===== src/rtl/oled_pattern_pkg.sv =====
// Shared definitions for the OLED test-pattern generator: pattern modes,
// panel geometry and full-scale colour constants for both pixel formats.
package oled_pattern_pkg;

    typedef enum logic [2:0] {
        MODE_CHECKER = 3'd0,
        MODE_BARS    = 3'd1,
        MODE_GREY    = 3'd2,
        MODE_SCROLL  = 3'd3,
        MODE_WHITE   = 3'd4,
        MODE_BORDER  = 3'd5
    } mode_e;

    localparam int MODE_COUNT = 6;
    localparam int PANEL_W    = 96;
    localparam int PANEL_H    = 64;

    localparam logic [15:0] WHITE_565 = 16'hFFFF;
    localparam logic [15:0] BLACK_565 = 16'h0000;
    localparam logic [7:0]  WHITE_332 = 8'hFF;
    localparam logic [7:0]  BLACK_332 = 8'h00;

    function automatic mode_e mode_next(input mode_e m);
        if (int'(m) == MODE_COUNT - 1) begin
            return MODE_CHECKER;
        end else begin
            return mode_e'(m + 3'd1);
        end
    endfunction

    function automatic mode_e mode_prev(input mode_e m);
        if (m == MODE_CHECKER) begin
            return mode_e'(3'(MODE_COUNT - 1));
        end else begin
            return mode_e'(m - 3'd1);
        end
    endfunction

endpackage


===== src/rtl/btn_debounce.sv =====
// Button conditioner: 2-FF synchroniser, saturating-count debouncer and a
// one-cycle pulse on each debounced 0->1 transition.
module btn_debounce #(
    parameter int C_bits = 16
) (
    input  logic clk,
    input  logic reset,
    input  logic btn,
    output logic pressed
);

    logic              sync1_q, sync2_q;
    logic              state_q, state_d, state_prev_q;
    logic [C_bits-1:0] cnt_q, cnt_d;

    // The counter only advances while the input disagrees with the debounced
    // level; any agreement restarts the stability window.
    always_comb begin
        cnt_d   = '0;
        state_d = state_q;
        if (sync2_q != state_q) begin
            if (cnt_q == '1) begin
                state_d = ~state_q;
            end else begin
                cnt_d = cnt_q + C_bits'(1);
            end
        end
    end

    always_ff @(posedge clk) begin
        if (reset) begin
            sync1_q      <= 1'b0;
            sync2_q      <= 1'b0;
            state_q      <= 1'b0;
            state_prev_q <= 1'b0;
            cnt_q        <= '0;
        end else begin
            sync1_q      <= btn;
            sync2_q      <= sync1_q;
            state_q      <= state_d;
            state_prev_q <= state_q;
            cnt_q        <= cnt_d;
        end
    end

    assign pressed = state_q & ~state_prev_q;

endmodule


===== src/rtl/oled_pattern_gen.sv =====
// Test-pattern source for a 96x64 OLED: button-selected pattern mode, frame
// detection from the driver's scan coordinates and a registered pixel colour.
module oled_pattern_gen
    import oled_pattern_pkg::*;
#(
    parameter int C_color_bits    = 16,
    parameter int C_x_bits        = 7,
    parameter int C_y_bits        = 6,
    parameter int C_debounce_bits = 16
) (
    input  logic                    clk,
    input  logic                    reset,
    input  logic                    btn_next,
    input  logic                    btn_prev,
    input  logic [C_x_bits-1:0]     x,
    input  logic [C_y_bits-1:0]     y,
    output logic [C_color_bits-1:0] color,
    output logic [2:0]              mode,
    output logic                    frame_tick
);

    logic                         press_next, press_prev;
    mode_e                        mode_q, mode_d;
    logic [C_x_bits+C_y_bits-1:0] coord_prev_q;
    logic                         frame_start;
    logic                         frame_tick_q;
    logic [7:0]                   frame_cnt_q;
    logic                         is_border;
    logic [C_color_bits-1:0]      color_d, color_q;

    btn_debounce #(.C_bits(C_debounce_bits)) u_db_next (
        .clk     (clk),
        .reset   (reset),
        .btn     (btn_next),
        .pressed (press_next)
    );

    btn_debounce #(.C_bits(C_debounce_bits)) u_db_prev (
        .clk     (clk),
        .reset   (reset),
        .btn     (btn_prev),
        .pressed (press_prev)
    );

    always_ff @(posedge clk) begin
        if (reset) begin
            mode_q <= MODE_CHECKER;
        end else begin
            mode_q <= mode_d;
        end
    end

    // Opposing presses in the same cycle cancel out.
    always_comb begin
        mode_d = mode_q;
        if (press_next && !press_prev) begin
            mode_d = mode_next(mode_q);
        end else if (press_prev && !press_next) begin
            mode_d = mode_prev(mode_q);
        end
    end

    // coord_prev_q resets to all-ones so a (0,0) straight out of reset counts.
    assign frame_start = ({x, y} == '0) && (coord_prev_q != '0);

    assign is_border = (x == '0) || (x == C_x_bits'(PANEL_W - 1)) ||
                       (y == '0) || (y == C_y_bits'(PANEL_H - 1));

    always_ff @(posedge clk) begin
        if (reset) begin
            coord_prev_q <= '1;
            frame_tick_q <= 1'b0;
            frame_cnt_q  <= 8'd0;
            color_q      <= '0;
        end else begin
            coord_prev_q <= {x, y};
            frame_tick_q <= frame_start;
            if (frame_start) begin
                frame_cnt_q <= frame_cnt_q + 8'd1;
            end
            color_q <= color_d;
        end
    end

    generate
        if (C_color_bits == 16) begin : g_rgb565
            logic [5:0] cx6;
            always_comb begin
                cx6 = (mode_q == MODE_SCROLL)
                    ? 6'((x + C_x_bits'(frame_cnt_q[6:0])) >> 1) : x[6:1];
                color_d = BLACK_565;
                case (mode_q)
                    MODE_CHECKER, MODE_SCROLL:
                        color_d = (cx6[2] ^ y[3]) ? {5'd0, cx6, 5'd0} : {y[5:1], 11'd0};
                    MODE_BARS:   color_d = {{5{x[6]}}, {6{x[5]}}, {5{x[4]}}};
                    MODE_GREY:   color_d = {x[6:2], x[6:2], x[6], x[6:2]};
                    MODE_WHITE:  color_d = WHITE_565;
                    MODE_BORDER: color_d = is_border ? WHITE_565 : BLACK_565;
                    default:     color_d = BLACK_565;
                endcase
            end
        end else begin : g_rgb332
            logic [3:0] cx4;
            always_comb begin
                cx4 = (mode_q == MODE_SCROLL)
                    ? 4'((x + C_x_bits'(frame_cnt_q[6:0])) >> 3) : x[6:3];
                color_d = BLACK_332;
                case (mode_q)
                    MODE_CHECKER, MODE_SCROLL:
                        color_d = (cx4[0] ^ y[3]) ? {3'd0, cx4[3:1], 2'd0} : {y[5:3], 5'd0};
                    MODE_BARS:   color_d = {{3{x[6]}}, {3{x[5]}}, {2{x[4]}}};
                    MODE_GREY:   color_d = {x[6:4], x[6:4], x[6:5]};
                    MODE_WHITE:  color_d = WHITE_332;
                    MODE_BORDER: color_d = is_border ? WHITE_332 : BLACK_332;
                    default:     color_d = BLACK_332;
                endcase
            end
        end
    endgenerate

    assign color      = color_q;
    assign mode       = mode_q;
    assign frame_tick = frame_tick_q;

endmodule


===== config.mk =====
export PLATFORM = sky130hd
export DESIGN_NAME = oled_pattern_gen
export DESIGN_NICKNAME = d
export VERILOG_FILES = /design/src/rtl/oled_pattern_pkg.sv /design/src/rtl/btn_debounce.sv /design/src/rtl/oled_pattern_gen.sv
export SDC_FILE = /design/constraint.sdc
export NUM_CORES = 1
export LEC_CHECK = 0
export CORE_MARGIN = 5
export CORE_UTILIZATION = 56
export CTS_CLUSTER_SIZE = 14
export DETAILED_ROUTE_END_ITERATION = 6
export MAX_ROUTING_LAYER = met4
export PLACE_DENSITY = 0.79
export REMOVE_ABC_BUFFERS = 1
export SETUP_SLACK_MARGIN = 0.02
export SLEW_MARGIN = 20
export SYNTH_ARGS = -nofsm -noshare
export SYNTH_HDL_FRONTEND = slang
export SYNTH_SLANG_ARGS = --single-unit

===== constraint.sdc =====
create_clock -name clk -period 2.9 [get_ports clk]
set_input_delay 0.29 -clock clk [delete_from_list [all_inputs] [get_ports clk]]
set_output_delay 0.29 -clock clk [all_outputs]
set_load 0.05 [all_outputs]

==> results.json, run 1 <==
{
  "critPathMaxStageDelay_ps": 550,
  "yosysWarnings": 0,
  "top_usage_layer": "met2",
  "min_to": "u_db_next.sync2_q",
  "grt-ovfl-total": 0,
  "cts_max_path_buffers": 2,
  "grt_antenna_before_repair": 0,
  "vias_per_cell": 5.52,
  "clk_pin_slew_ps": 80,
  "cap_violations": 0,
  "path_class": "reg2reg",
  "die_area_mm2": 0.00812,
  "path_max_fanout": 12,
  "path_cells": "and2_1 > ha_1 > mux2_2 > ha_1 > nor2b_1 > o21ai_0 > nor2_1 > a21oi_1 > a21oi_1",
  "design.core.area_mm2": 0.00628,
  "ctsHoldBuffers": 0,
  "yosysUniqueCellTypes": 48,
  "fin_crit_ps": 2670,
  "antenna_cells": 0,
  "peakVddDrop_mv": 0.342,
  "routed_wl_um": 7410,
  "crit_slowest_cell": "dfxtp_1",
  "min_path_cells": 1,
  "met2_usage_pct": 29.5,
  "routed-via-count": 2839,
  "wl_per_cell_um": 14.4,
  "required_ps": 3170,
  "clock_latency_ps": 340,
  "critPathArrivalTime_ps": 2930,
  "synth.top_cell.area_share_pct": 44.6,
  "worstReg2RegStart": "mode[1]",
  "synth_ff_type": "dfxtp_1",
  "synthTopCellsByArea": "dfxtp_1 45%, nor2_1 6.3%, xnor2_1 5.1%, ha_1 4.9%, xor2_1 4.6%",
  "power_density_mw_per_mm2": 493,
  "synth-seq-area-share_pct": 44.6,
  "hold_violations": 0,
  "p_seq_share_pct": 53.9,
  "power.leakage_uw": 0.00152,
  "drt_iter0_drc": 219,
  "reg2reg_depth": 9,
  "fin_skew_ps": 11.8,
  "cts_resized": 0,
  "numCtsBuffers": 9,
  "port-buffer-count": 36,
  "grt_pass1_vias": 2768,
  "ys_ff_latch": 80,
  "hp-class": "reg2reg",
  "fin_nets": 464,
  "yosysMostFrequentCell": "dfxtp_1",
  "status": "complete, no violations",
  "tns_ps": 0,
  "p_int_uw": 1600,
  "synthCells": 392,
  "core.rowCount": 29,
  "fillerInstances": 496,
  "initial_utilization_pct": 57.2,
  "end_kind": "flip-flop",
  "fin_crit_sh_pct": 91.9,
  "timing.fmax_mhz": 375,
  "use_met1_pct": 24.9,
  "cts-root-buf": "clkbuf_8",
  "io_pins": 37,
  "pwr-share-clk_pct": 38.8,
  "placed_cell_area_mm2": 0.00404,
  "setup_violations": 0,
  "cts_setup_buffers": 0,
  "worst_pin_slew_ps": 656,
  "antenna_left": 0,
  "maxSlewViolCount": 0,
  "async_reset_ff_share_pct": 0,
  "dp_hpwl_um": 5200,
  "synthToLayoutAreaGrowth_pct": 17.9,
  "die_h_um": 90.1,
  "final_core_util_pct": 67.5,
  "synth_common_cells": "80 x dfxtp_1, 60 x nor2_1, 28 x nand2_1",
  "htree_num_levels": 3,
  "synth_edf_count": 0,
  "switchingPower_uw": 486,
  "r2r_end": "color[8]",
  "rsz0062_at_grt": "false",
  "die_w_um": 90.1,
  "syn-mean-instance-area_um2": 9.16,
  "synth_top_area_cell": "dfxtp_1",
  "p_comb_share_pct": 7.2,
  "worstHoldStart": "u_db_next.sync1_q",
  "cts_tree": "built",
  "grtUsageTotal_pct": 19.1,
  "syn_area_mm2": 0.00359,
  "grt_use_met3_pct": 5.09,
  "grt_pass1_wl_um": 12600,
  "cts_sinks": 80,
  "r2r_setup_slack_ps": 230,
  "fin_area_mm2": 0.00424,
  "grt_max_degree": 35,
  "start_kind": "flip-flop",
  "switching_share_pct": 23.3,
  "dr.pass1.iters": 4,
  "globalplace.congestion": 0.865,
  "drive_gt1_share_pct": 9.84,
  "slew_headroom_pct": 56.1,
  "remaining_drc_errors": 0
}
==> registers in the layout, indices dropped and copies added (netlist names), 3 cells and up <==
register,cells
frame_cnt_q,7
color,16
u_db_prev.cnt_q,16
coord_prev_q,13
mode,3
u_db_next.cnt_q,16
==> through the flow <==
step	setup WS (ps)	hold slack, ps	power (uW)	instances
5_1_grt	78.9	476	2170	514
2_1_floorplan	289	359	1230	379
3_5_place_dp	47.1	426	1300	498
6_report	234	441	2090	514
3_3_place_gp	69.7	422	1300	498
4_1_cts	310	444	2100	514
==> cell usage in the layout, fill, tap and decap left out, types with 3 or more instances in the layout <==
cell,netlist,final
or2_2,12,12
nand2_1,28,28
o21ai_0,8,8
and4_1,3,3
a31oi_1,6,6
and2_1,4,4
inv_1,6,6
nor4_1,4,4
nor2b_1,14,14
and3_1,6,6
dfxtp_1,80,80
xnor2_1,21,21
nand2b_1,4,4
ha_1,14,14
xor2_1,19,19
mux2i_1,3,3
nand3_1,17,17
a41oi_1,5,5
a211oi_1,7,7
nor3_1,9,9
a21oi_1,14,14
buf_4,0,6
clkdlybuf4s50_1,0,36
nor2_1,60,60
nand4_1,7,7
clkbuf_8,0,10
==> power groups by stage <==
| stage | Combinational [uW] | Sequential [uW] | Clock [uW] |
|---|---|---|---|
| 2_1_floorplan | 49.3 | 1180 | 0 |
| 3_3_place_gp | 147 | 1150 | 0 |
| 3_5_place_dp | 148 | 1150 | 0 |
| 4_1_cts | 149 | 1130 | 827 |
| 5_1_grt | 160 | 1130 | 884 |
| 6_report | 151 | 1130 | 810 |
==> routing by layer <==
| layer | vias to the layer above | wire length [um] |
|---|---|---|
| met3 | 11 | 340 |
| li1 | 1437 | - |
| met1 | 1320 | 3530 |
| met2 | 71 | 3440 |
| met5 | - | 0 |
| met4 | 0 | 97 |
==> how the worst max path moves through the flow <==
stage / from / end / slack, ps / cells after the start
2_1_floorplan: mode[0] / color[6] / 290 / 8
3_3_place_gp: x[0] / color[10] / 70 / 8
3_5_place_dp: x[1] / color[8] / 50 / 13
4_1_cts: mode[1] / color[8] / 310 / 9
5_1_grt: mode[1] / color[8] / 80 / 9
6_report: mode[1] / color[8] / 230 / 9
==> final cells by class <==
class                      count  area (um2)  share of cell area, %
multi-input combinational    293        1910                   45.1
inverter                       6        22.5                  0.532
sequential                    80        1600                   37.8
clock buffer                  11         141                   3.34
tap                           77        96.3                   2.27
clock inverter                 5        56.3                   1.33
timing repair buffer          42         405                   9.57
==> cell families (layout without fill, tap and decap cells) <==
logic type	count (synthesis)	in the layout	share of synthesized area, %
multiplexers	4	4	1.15
AND/OR/NAND/NOR	182	182	27.2
flip-flops	80	80	44.6
AO/OA/AOI/OAI	52	52	9.68
adder cells (fa/ha/maj)	15	15	5.43
buffers and inverters	19	64	2.19
XOR/XNOR	40	40	9.75
==> worst max-delay path: cells and delay by family (launching register included) <==
kind | cells | cell delay [ps]
compound gates | 3 | 360
fa+ha+maj | 2 | 730
flops | 1 | 550
mux | 1 | 400
simple gates | 3 | 550
No activity file was read; power rests on OpenSTA's default activity.
==> inputs of run 2 (changes only) <==
--- a/config.mk
+++ b/config.mk
@@ -10,7 +10,7 @@
 export CTS_CLUSTER_SIZE = 14
 export DETAILED_ROUTE_END_ITERATION = 6
 export MAX_ROUTING_LAYER = met4
-export PLACE_DENSITY = 0.79
+export PLACE_DENSITY = 0.82
 export REMOVE_ABC_BUFFERS = 1
 export SETUP_SLACK_MARGIN = 0.02
 export SLEW_MARGIN = 20
==> run 2 against run 1 <==
Compared with the run above:
- largest cell class unchanged
- critical path depth is 1 higher
- maximum frequency is 2.9% higher
- largest power group unchanged
- register-to-register slack better by 70 ps
- wire length is 0.34% higher
- sequential power hardly changed
- highest routed layer unchanged
- critical endpoint is now color[12]
- hold slack better by 7.6 ps
==> results.json, run 2 (synthesized netlist as in run 1, its figures left out) <==
{
  "routed-via-count": 2828,
  "cts-root-buf": "clkbuf_8",
  "globalplace.congestion": 0.891,
  "final_core_util_pct": 67.6,
  "r2r_setup_slack_ps": 310,
  "hp-class": "reg2reg",
  "grtUsageTotal_pct": 19.8,
  "peakVddDrop_mv": 0.314,
  "fin_nets": 464,
  "timing.fmax_mhz": 386,
  "status": "complete, no violations",
  "fin_cells": 514,
  "wl_per_cell_um": 14.5,
  "fin_crit_sh_pct": 89.4,
  "die_area_mm2": 0.00812,
  "synthToLayoutAreaGrowth_pct": 18.1,
  "grt-ovfl-total": 0,
  "path_max_fanout": 6,
  "dp_hpwl_um": 5180,
  "end_kind": "flip-flop",
  "remaining_drc_errors": 0,
  "cts_max_path_buffers": 2,
  "timing.critical_path.to": "color[12]",
  "power_density_mw_per_mm2": 499,
  "tns_ps": 0,
  "core.rowCount": 29,
  "reg2reg_depth": 10,
  "clk_pin_slew_ps": 80,
  "hold_violations": 0,
  "startpoint": "frame_cnt_q[1]",
  "grt_antenna_before_repair": 0,
  "die_h_um": 90.1,
  "die_w_um": 90.1,
  "clock_latency_ps": 350,
  "design.core.area_mm2": 0.00628,
  "numCtsBuffers": 9,
  "r2r_end": "color[12]",
  "port-buffer-count": 36,
  "cts_tree": "built",
  "routed_wl_um": 7430,
  "setup_violations": 0,
  "vias_per_cell": 5.50,
  "grt_pass1_vias": 2810,
  "ctsHoldBuffers": 0,
  "drt_iter0_drc": 132,
  "power_uw": 2120,
  "initial_utilization_pct": 57.2,
  "layout_common_cells": "80 x dfxtp_1, 60 x nor2_1, 36 x clkdlybuf4s50_1",
  "worst_pin_slew_ps": 603,
  "htree_num_levels": 3,
  "post-place-cells": 498,
  "cap_violations": 0,
  "slew_headroom_pct": 59.8,
  "dr.pass1.iters": 4,
  "hold_ws_ps": 448,
  "cts_sinks": 80,
  "required_ps": 3170,
  "fillerInstances": 501,
  "mostFrequentLayoutCell": "dfxtp_1",
  "path_class": "reg2reg",
  "cts_setup_buffers": 0,
  "fin_skew_ps": 6.42,
  "worstReg2RegStart": "frame_cnt_q[1]",
  "critPathArrivalTime_ps": 2860,
  "antenna_cells": 0,
  "drive_gt1_share_pct": 9.84,
  "io_pins": 37,
  "start_kind": "flip-flop",
  "maxSlewViolCount": 0,
  "grt_pass1_wl_um": 13000,
  "cts_resized": 0,
  "power.leakage_uw": 0.00152,
  "grt_max_degree": 35,
  "antenna_left": 0,
  "rsz0062_at_grt": "false",
  "fin_crit_ps": 2590
}
## run 2: changes by cell type in the layout (fill, tap and decap cells not counted), sizes merged
cell / previous run / this run
clkbuf: 11 / 12
clkinv: 3 / 1
inv: 6 / 7
## run 2: layer usage
layer | vias to the layer above | track usage (%) | wire length, um
met3 | 12 | 4.59 | 304
met5 | - | - | 0
li1 | 1443 | - | -
met4 | 0 | 8.19 | 133
met2 | 59 | 28.6 | 3380
met1 | 1314 | 26.6 | 3610
## run 2: area by class of cell
cell class / count / area, um2 / area share, %
Multi-Input combinational cell: 293 / 1910 / 45.0
Tap cell: 77 / 96.3 / 2.27
Clock inverter: 4 / 51.3 / 1.21
Sequential cell: 80 / 1600 / 37.7
Inverter: 6 / 22.5 / 0.531
Clock buffer: 12 / 155 / 3.66
Timing Repair Buffer: 42 / 405 / 9.55
## run 2: how the worst min path moves through the flow
stage	startpoint	to	slack (ps)	cells past startpoint
3_5_place_dp	u_db_next.sync1_q	u_db_next.sync2_q	430	1
4_1_cts	u_db_next.sync1_q	u_db_next.sync2_q	450	1
3_3_place_gp	u_db_next.sync1_q	u_db_next.sync2_q	420	1
6_report	u_db_next.sync1_q	u_db_next.sync2_q	450	1
5_1_grt	u_db_prev.sync1_q	u_db_prev.sync2_q	480	1
2_1_floorplan	reset	frame_cnt_q[1]	360	1
## run 2: critical path, stage by stage, from the launching register on
cell     delay, ps
dfxtp_1        450
ha_1           280
a31oi_1        240
nor2b_1         80
nor2_1         130
xnor2_1         70
mux2_2         280
ha_1           360
nor2b_1        300
nand2_1        100
a41oi_1        220
## run 2: where the power goes
group	leakage, uW	switching [uW]	internal, uW	total (uW)
Clock	0.000103	393	447	839
Sequential	0.000651	7.39	1120	1130
Combinational	0.000767	87.8	62.9	151
## run 2: per-stage QoR
stage / cell area, um2 / worst slack (ps)
floorplan: 3540 / 289
global placement: 4040 / 172
detailed placement: 4040 / 110
CTS: 4240 / 337
global route: 4240 / 138
finish: 4240 / 309
